### src/rtl/piso_serializer.sv
// rtl/piso_serializer.sv - parallel-in serial-out shifter with debounced manual step or divided auto rate
module piso_serializer #(
  parameter int WIDTH      = 8,
  parameter int MSB_FIRST  = 0,
  parameter int DEB_CYCLES = 1250000,
  parameter int DIV        = 125000000,
  localparam int CNT_W     = ($clog2(WIDTH) < 1) ? 1 : $clog2(WIDTH)
) (
  input  logic             clk,
  input  logic             rst,
  input  logic             load_i,
  input  logic [WIDTH-1:0] din_i,
  input  logic             step_btn_i,
  input  logic             mode_i,
  output logic             ser_out_o,
  output logic [CNT_W-1:0] bit_idx_o,
  output logic             busy_o,
  output logic             done_o
);

  localparam int DEB_W = $clog2(DEB_CYCLES + 1);
  localparam int DIV_W = $clog2(DIV);
  localparam logic [CNT_W-1:0] LAST_IDX = CNT_W'(WIDTH - 1);
  localparam logic [DEB_W-1:0] DEB_LAST = DEB_W'(DEB_CYCLES - 1);
  localparam logic [DIV_W-1:0] DIV_LAST = DIV_W'(DIV - 1);

  typedef enum logic [1:0] {
    S_IDLE,
    S_SHIFT,
    S_DONE
  } state_t;

  state_t           state_q, state_d;
  logic [WIDTH-1:0] shreg_q, shreg_d;
  logic [CNT_W-1:0] bit_idx_q, bit_idx_d;
  logic [DIV_W-1:0] div_q, div_d;

  logic             sync1_q, sync2_q;
  logic             deb_q;
  logic [DEB_W-1:0] deb_cnt_q;
  logic             step_q;

  logic             div_wrap;
  logic             advance;
  logic [CNT_W-1:0] ser_sel;

  // Debouncer runs in every state; a press finishing outside SHIFT simply evaporates.
  always_ff @(posedge clk) begin
    if (rst) begin
      sync1_q   <= 1'b0;
      sync2_q   <= 1'b0;
      deb_q     <= 1'b0;
      deb_cnt_q <= '0;
      step_q    <= 1'b0;
    end else begin
      sync1_q <= step_btn_i;
      sync2_q <= sync1_q;
      step_q  <= 1'b0;
      if (sync2_q != deb_q) begin
        if (deb_cnt_q == DEB_LAST) begin
          deb_q     <= sync2_q;
          deb_cnt_q <= '0;
          step_q    <= sync2_q;
        end else begin
          deb_cnt_q <= deb_cnt_q + DEB_W'(1);
        end
      end else begin
        deb_cnt_q <= '0;
      end
    end
  end

  assign div_wrap = (div_q == DIV_LAST);
  assign advance  = (state_q == S_SHIFT) && (mode_i ? div_wrap : step_q);

  always_ff @(posedge clk) begin
    if (rst) begin
      state_q   <= S_IDLE;
      shreg_q   <= '0;
      bit_idx_q <= '0;
      div_q     <= '0;
    end else begin
      state_q   <= state_d;
      shreg_q   <= shreg_d;
      bit_idx_q <= bit_idx_d;
      div_q     <= div_d;
    end
  end

  always_comb begin
    state_d   = state_q;
    shreg_d   = shreg_q;
    bit_idx_d = bit_idx_q;
    div_d     = '0;
    // Divider only counts while shifting in auto mode, so it always starts a frame at zero.
    if ((state_q == S_SHIFT) && mode_i && !div_wrap) begin
      div_d = div_q + DIV_W'(1);
    end
    case (state_q)
      S_IDLE: begin
        if (load_i) begin
          shreg_d   = din_i;
          bit_idx_d = '0;
          state_d   = S_SHIFT;
        end
      end
      S_SHIFT: begin
        if (advance) begin
          if (bit_idx_q == LAST_IDX) begin
            state_d = S_DONE;
          end else begin
            bit_idx_d = bit_idx_q + CNT_W'(1);
          end
        end
      end
      S_DONE:  state_d = S_IDLE;
      default: state_d = S_IDLE;
    endcase
  end

  assign ser_sel   = (MSB_FIRST != 0) ? (LAST_IDX - bit_idx_q) : bit_idx_q;
  assign ser_out_o = (state_q == S_SHIFT) && shreg_q[ser_sel];
  assign bit_idx_o = bit_idx_q;
  assign busy_o    = (state_q == S_SHIFT);
  assign done_o    = (state_q == S_DONE);

endmodule

### config.mk
export PLATFORM = sky130hd
export DESIGN_NAME = piso_serializer
export DESIGN_NICKNAME = d
export VERILOG_FILES = /design/src/rtl/piso_serializer.sv
export SDC_FILE = /design/constraint.sdc
export NUM_CORES = 1
export LEC_CHECK = 0
export BUFFER_PORTS_ARGS = -buffer_cell sky130_fd_sc_hd__buf_2
export CORE_ASPECT_RATIO = 0.5
export CORE_MARGIN = 5
export CORE_UTILIZATION = 43
export CTS_CLUSTER_SIZE = 28
export DETAILED_ROUTE_END_ITERATION = 8
export HOLD_SLACK_MARGIN = 0.08
export PLACE_DENSITY = 0.58
export SYNTH_ARGS = -nofsm -noshare
export SYNTH_HDL_FRONTEND = slang
export SYNTH_SLANG_ARGS = --single-unit
export TNS_END_PERCENT = 1
### constraint.sdc
create_clock -name clk -period 2.1 [get_ports clk]
set_input_delay 0.315 -clock clk [delete_from_list [all_inputs] [get_ports clk]]
set_output_delay 0.315 -clock clk [all_outputs]
set_load 0.05 [all_outputs]
==> flow_metrics.py, run 1 <==
metrics = {
    "final_layout": {
        "final_nets": 348,
        "fillers": 643,
        "final_antenna_diode_count": 0,
        "most_frequent_standard_cell_in_the_layout_excluding_fill_and_tap_cells": "dfxtp_1",
        "instances_no_fill": 427,
        "syn_to_final_growth_pct": 16.1,
        "drive_gt1_frac": 0.143,
        "most_frequent_cells_in_the_layout": "64 x dfxtp_1, 63 x nor2_1, 23 x xor2_1, 22 x xnor2_1, 18 x buf_2",
        "design_area_mm2": 0.00337,
    },
    "yosys": {
        "yosysSeqAreaShare": 0.449,
        "synth-edff-count": 0,
        "yosys_warnings": 0,
        "postSynthNetCount": 326,
        "synthesis.instances": 309,
        "ys_ff_latch": 65,
        "netlist_area_mm2": 0.00290,
        "ys_types": 43,
        "synth_flop_cell": "dfxtp_1",
        "synth.avg_cell_area_um2": 9.38,
        "async_flop_share": 0,
    },
    "cts": {
        "cts.repair_timing.setup_buffer_count": 0,
        "cts_tree": "yes",
        "clockRootBuffer": "clkbuf_16",
        "cts.sinks": 65,
        "cts.path.max_buffers": 2,
        "cts_buffers": 9,
        "cts.reportedPaths.clkPinSlew_ps": 50,
        "post_cts_hold_buffer_count": 0,
        "clock_insertion_delay_worst_skew_ps": 320,
        "h-tree-depth": 3,
    },
    "sta": {
        "finalHoldWorstSlack_ps": 201,
        "final_report_max_slew_violation_count": 0,
        "worst_slew_margin_rel": 0.663,
        "hold_viol": 0,
        "final.period_utilization": 0.931,
        "finClkSkew_ps": 6.01,
        "max_slew.worst_pin.slew_ps": 504,
        "min_period_ps": 1950,
        "setup_viol": 0,
        "grt_setup_unrepaired": "false",
        "achievable_frequency_mhz": 512,
        "final.setup.tns_ps": 0,
    },
    "placed_design": {
        "numPortBuffers": 18,
        "post-place-cells": 412,
        "place_congestion": 0.801,
        "area_of_placed_instances_mm2": 0.00308,
        "hpwlAfterDp_um": 3710,
    },
    "die": {
        "die_h_um": 68.1,
        "die_area_mm2": 0.00858,
        "core_area_mm2": 0.00662,
        "io_pins": 19,
        "floorplan.rows": 21,
        "die_width_um": 126,
        "start_util": 0.438,
    },
    "route": {
        "vias": 2143,
        "remaining_antenna_violation_count_after_routing": 0,
        "first_pass_iters": 4,
        "wl_per_cell_um": 12.5,
        "detail_route.wirelength_um": 5340,
        "viasPerCell": 5.02,
        "drcViolationCount": 0,
        "first_iter_violations": 107,
    },
    "global_routing": {
        "antenna_found_initial": 0,
        "grt_start_max_net_pins": 28,
        "global_route.usage.total": 0.140,
        "via_count_of_the_first_global_routing_pass": 2136,
        "grt_pass1_wl_um": 9510,
        "gr-total-overflow": 0,
    },
    "worst_setup_path": {
        "setup.worst_path.end_class": "primary output",
        "critical_path_arrival_ps": 1640,
        "crit_required_ps": 1780,
        "path_class": "reg2out",
        "critical_path.startpoint_type": "register",
        "cp_cell_sequence": "mux4_2 -> mux2i_1 -> nor2_1 -> buf_2",
        "timing.critical_path.slowest_cell_delay_ps": 520,
        "cp_max_fo": 5,
        "critPathSlowestCell": "mux4_2",
    },
    "pwr": {
        "leak_pwr_uw": 0.00121,
        "design_power_total_uw": 2730,
        "irDropWorstVdd_uv": 451,
        "cellPowerDensity_mw_per_mm2": 810,
    },
    "status": {
        "outcome": "finished, final reports clean",
    },
    "worst_hold_path": {
        "hp-class": "in2reg",
    },
    "run": {
        "max_cap_viol_count": 0,
    },
}
per-layer routing:
layer  GRT usage  share of wire  up-vias
li1            -              -     1116
met1       0.162           0.49     1006
met2       0.243           0.47       16
met3      0.0491          0.021        5
met4      0.0561          0.014        0
met5           0              0        -
synthesized netlist by cell type (4+ instances only):
| cell type | number | share of area |
|---|---|---|
| nand2_1 | 12 | 0.016 |
| xor2_1 | 23 | 0.069 |
| xnor2_1 | 22 | 0.066 |
| nor3_1 | 6 | 0.010 |
| ha_1 | 4 | 0.017 |
| nor4_1 | 4 | 0.0086 |
| dfxtp_1 | 65 | 0.45 |
| inv_1 | 7 | 0.0091 |
| clkbuf_1 | 4 | 0.0052 |
| nand3_1 | 15 | 0.026 |
| mux2i_1 | 10 | 0.035 |
| nor2_1 | 63 | 0.082 |
| nand4_1 | 14 | 0.030 |
| and4_1 | 5 | 0.015 |
| and3_1 | 9 | 0.019 |
stage by stage:
stage	utilization	setup slack, ps
after floorplan	-	13.5
after global placement	0.465	201
after detailed placement	0.465	151
after CTS	0.508	25.6
after global routing	0.509	0.686
final	0.509	146
flip-flops by register name (all words and copies together) (netlist names):
| register | flops |
|---|---|
| div_q | 27 |
| deb_cnt_q | 21 |
| shreg_q | 8 |
| bit_idx_o | 3 |
| state_q | 2 |
| deb_q | 1 |
| step_q | 1 |
| sync1_q | 1 |
| sync2_q | 1 |
logic make-up after synthesis:
logic type / share of synthesized area
adder cells (fa/ha/maj): 0.0173
buffers and inverters: 0.0324
flip-flops: 0.449
XOR/XNOR: 0.136
AO/OA/AOI/OAI: 0.0263
multiplexers: 0.0539
AND/OR/NAND/NOR: 0.285
critical path, delay by kind of cell (launching register included):
kind	cells	cell delay (ps)
DFF	1	390
buffers and inverters	1	210
and+or+nand+nor	1	50
muxes	2	670
area by class of cell:
type,instances,area [µm²],area share
Clock buffer,12,267,0.0792
Clock inverter,3,15.0,0.00446
Inverter,7,26.3,0.00780
Multi-Input combinational cell,226,1510,0.448
Sequential cell,65,1300,0.387
Tap cell,92,115,0.0342
Timing Repair Buffer,22,133,0.0394
report_power, final:
| part | internal (µW) | leakage [µW] | switching, µW |
|---|---|---|---|
| logic | 39.3 | 0.000535 | 50.3 |
| clock network | 881 | 0.000144 | 497 |
| registers | 1250 | 0.000526 | 11.2 |
what timing repair did:
action,4_1_cts,5_1_grt
endpoints found under the setup margin,0,19
resized for setup,0,2
hold endpoints to repair,0,0
path summary, 6_finish.rpt:
path | from | to | slack (ps) | cells past startpoint
max | bit_idx_o[0] | ser_out_o | 150 | 4
min reg2reg | sync1_q | sync2_q | 450 | 1
max reg2reg | div_q[0] | bit_idx_o[0] | 190 | 6
min | step_btn_i | sync1_q | 200 | 2
Note: power is estimated with default switching activity, not from simulation.
==> inputs of run 2 (changes only) <==
--- a/config.mk
+++ b/config.mk
@@ -5,7 +5,7 @@
 export SDC_FILE = /design/constraint.sdc
 export NUM_CORES = 1
 export LEC_CHECK = 0
-export BUFFER_PORTS_ARGS = -buffer_cell sky130_fd_sc_hd__buf_2
+export BUFFER_PORTS_ARGS = -buffer_cell sky130_fd_sc_hd__clkbuf_2
 export CORE_ASPECT_RATIO = 0.5
 export CORE_MARGIN = 5
 export CORE_UTILIZATION = 43
==> run 2 against run 1 <==
Final cell count fell by 0.23%; count of clock-buffer cells in the layout rose by 1; sequential power barely moved; via count barely moved; setup slack got worse by 22 ps; first-iteration DRC count fell by 7.5%; clock power fell by 10%; non-clock buffer count did not move; power fell by 5.0%; register-to-register slack got worse by 50 ps; combinational power rose by 0.4%; wire length fell by 2.7%; critical path type unchanged; largest power group is now registers.
==> flow_metrics.py, run 2 (synthesized netlist as in run 1, its figures left out) <==
metrics = {
    "sta": {
        "hold_viol": 0,
        "achievable_frequency_mhz": 506,
        "finClkSkew_ps": 3.43,
        "postLayoutSetupSlackWorst_ps": 124,
        "max_slew.worst_pin.slew_ps": 465,
        "min_period_ps": 1980,
        "grt_setup_unrepaired": "true",
        "worst_slew_margin_rel": 0.686,
        "finalHoldWorstSlack_ps": 200,
        "final_report_max_slew_violation_count": 0,
        "setup_viol": 0,
        "final.period_utilization": 0.941,
    },
    "worst_setup_path": {
        "reg2reg_to": "bit_idx_o[0]",
        "cp_cell_sequence": "mux4_2 -> mux2i_1 -> nor2_1 -> clkbuf_2",
        "critPathSlowestCell": "mux4_2",
        "cp_max_fo": 5,
        "reg2reg_slack_ps": 140,
        "path_class": "reg2out",
        "setup.worst_path.end_class": "primary output",
        "timing.reg2reg.worst_path_depth": 6,
        "crit_required_ps": 1780,
        "critical_path.startpoint_type": "register",
        "timing.critical_path.slowest_cell_delay_ps": 520,
        "timing.rr.start": "div_q[0]",
        "critical_path_arrival_ps": 1660,
    },
    "cts": {
        "clock_insertion_delay_worst_skew_ps": 320,
        "cts.path.max_buffers": 2,
        "h-tree-depth": 3,
        "cts.repair_timing.setup_buffer_count": 0,
        "cts.reportedPaths.clkPinSlew_ps": 50,
        "cts_buffers": 9,
        "cts_tree": "yes",
        "clockRootBuffer": "clkbuf_16",
        "cts.sinks": 65,
    },
    "placed_design": {
        "numPortBuffers": 18,
        "place_congestion": 0.793,
        "setup_slack_after_placement_ps": 140,
        "post-place-cells": 412,
        "hpwlAfterDp_um": 3760,
    },
    "pwr": {
        "irDropWorstVdd_uv": 362,
        "leak_pwr_uw": 0.00118,
        "cellPowerDensity_mw_per_mm2": 778,
    },
    "final_layout": {
        "instances_no_fill": 426,
        "flip_flop_count_of_the_largest_register_after_layout": 27,
        "register_bank_with_the_most_flops": "div_q",
        "most_frequent_cells_in_the_layout": "64 x dfxtp_1, 63 x nor2_1, 23 x xor2_1, 22 x xnor2_1, 18 x clkbuf_2",
        "final_nets": 348,
        "drive_gt1_frac": 0.129,
        "most_frequent_standard_cell_in_the_layout_excluding_fill_and_tap_cells": "dfxtp_1",
        "registers_with_the_highest_flip_flop_counts": "div_q: 27 flops, deb_cnt_q: 21 flops, shreg_q: 8 flops",
        "syn_to_final_growth_pct": 14.9,
        "final_antenna_diode_count": 0,
    },
    "route": {
        "detail_route.wirelength_um": 5200,
        "vias": 2141,
        "first_iter_violations": 99,
        "remaining_antenna_violation_count_after_routing": 0,
        "first_pass_iters": 4,
        "drcViolationCount": 0,
        "wl_per_cell_um": 12.2,
        "viasPerCell": 5.03,
    },
    "worst_hold_path": {
        "timing.hold.worst_path_depth": 2,
        "hold-path-endpoint": "sync1_q",
        "timing.hold.worst.start": "step_btn_i",
        "hp-class": "in2reg",
    },
    "global_routing": {
        "global_route.usage.total": 0.137,
        "via_count_of_the_first_global_routing_pass": 2112,
        "grt_pass1_wl_um": 9300,
        "grt_start_max_net_pins": 28,
        "antenna_found_initial": 0,
        "gr-total-overflow": 0,
    },
    "die": {
        "io_pins": 19,
        "die_width_um": 126,
        "start_util": 0.438,
        "die_h_um": 68.1,
        "floorplan.rows": 21,
        "die_area_mm2": 0.00858,
        "core_area_mm2": 0.00662,
    },
    "status": {
        "outcome": "finished, final reports clean",
    },
    "run": {
        "max_cap_viol_count": 0,
    },
}
## run 2: cell types whose count changed in the layout (fill, tap and decap cells not counted)
cell,change
buf_2,-18
clkinv_2,-2
clkbuf_2,+18
clkbuf_1,+4
clkbuf_8,-3
## run 2: what timing repair did
item / CTS / global route
resized for setup: 1 / 1
endpoints found under the setup margin: 1 / 13
hold endpoints to repair: 0 / 0
gates cloned: 0 / 0
hold buffers: 0 / 0
## run 2: how the worst max path moves through the flow
stage,from,end,slack (ps),cells past startpoint
after floorplan,bit_idx_o[0],ser_out_o,10,3
after global placement,div_q[0],bit_idx_o[0],200,6
after detailed placement,div_q[0],bit_idx_o[0],140,6
after CTS,bit_idx_o[0],ser_out_o,90,4
after global routing,div_q[0],bit_idx_o[0],-20,6
final,bit_idx_o[0],ser_out_o,120,4
## run 2: routing by layer
metal  global-route usage  up-vias  wire length (µm)
li1                     -     1114                 -
met1                0.156     1000              2470
met2                0.231       21              2490
met3               0.0514        6               164
met4               0.0682        0                72
met5                    0        -                 0
## run 2: final cells by class
class / count / area (µm²)
clock buffer: 13 / 240
clock inverter: 1 / 5.00
fill: 631 / 3290
inverter: 7 / 26.3
multi-input combinational: 226 / 1510
sequential: 65 / 1300
tap: 92 / 115
timing repair buffer: 22 / 133
## run 2: report_power, final
group | switching [µW] | total [µW] | internal, µW
combinational | 50.7 | 90.0 | 39.2
clock | 459 | 1240 | 781
sequential | 11.3 | 1260 | 1250
## run 2: critical path, delay by kind of cell, from the launching register on
family | cells | cell delay, ps
mux | 2 | 660
flops | 1 | 390
buf+inv | 1 | 240
simple gates | 1 | 50
## run 2: per-stage QoR
stage / utilization / area (µm²) / TNS, ps / power (µW)
2_1_floorplan: - / 2900 / 0 / 1350
5_1_grt: 0.503 / 3330 / -22.6 / 2710
3_3_place_gp: 0.465 / 3080 / 0 / 1370
3_5_place_dp: 0.465 / 3080 / 0 / 1380
4_1_cts: 0.502 / 3330 / 0 / 2650
6_report: 0.503 / 3330 / 0 / 2590
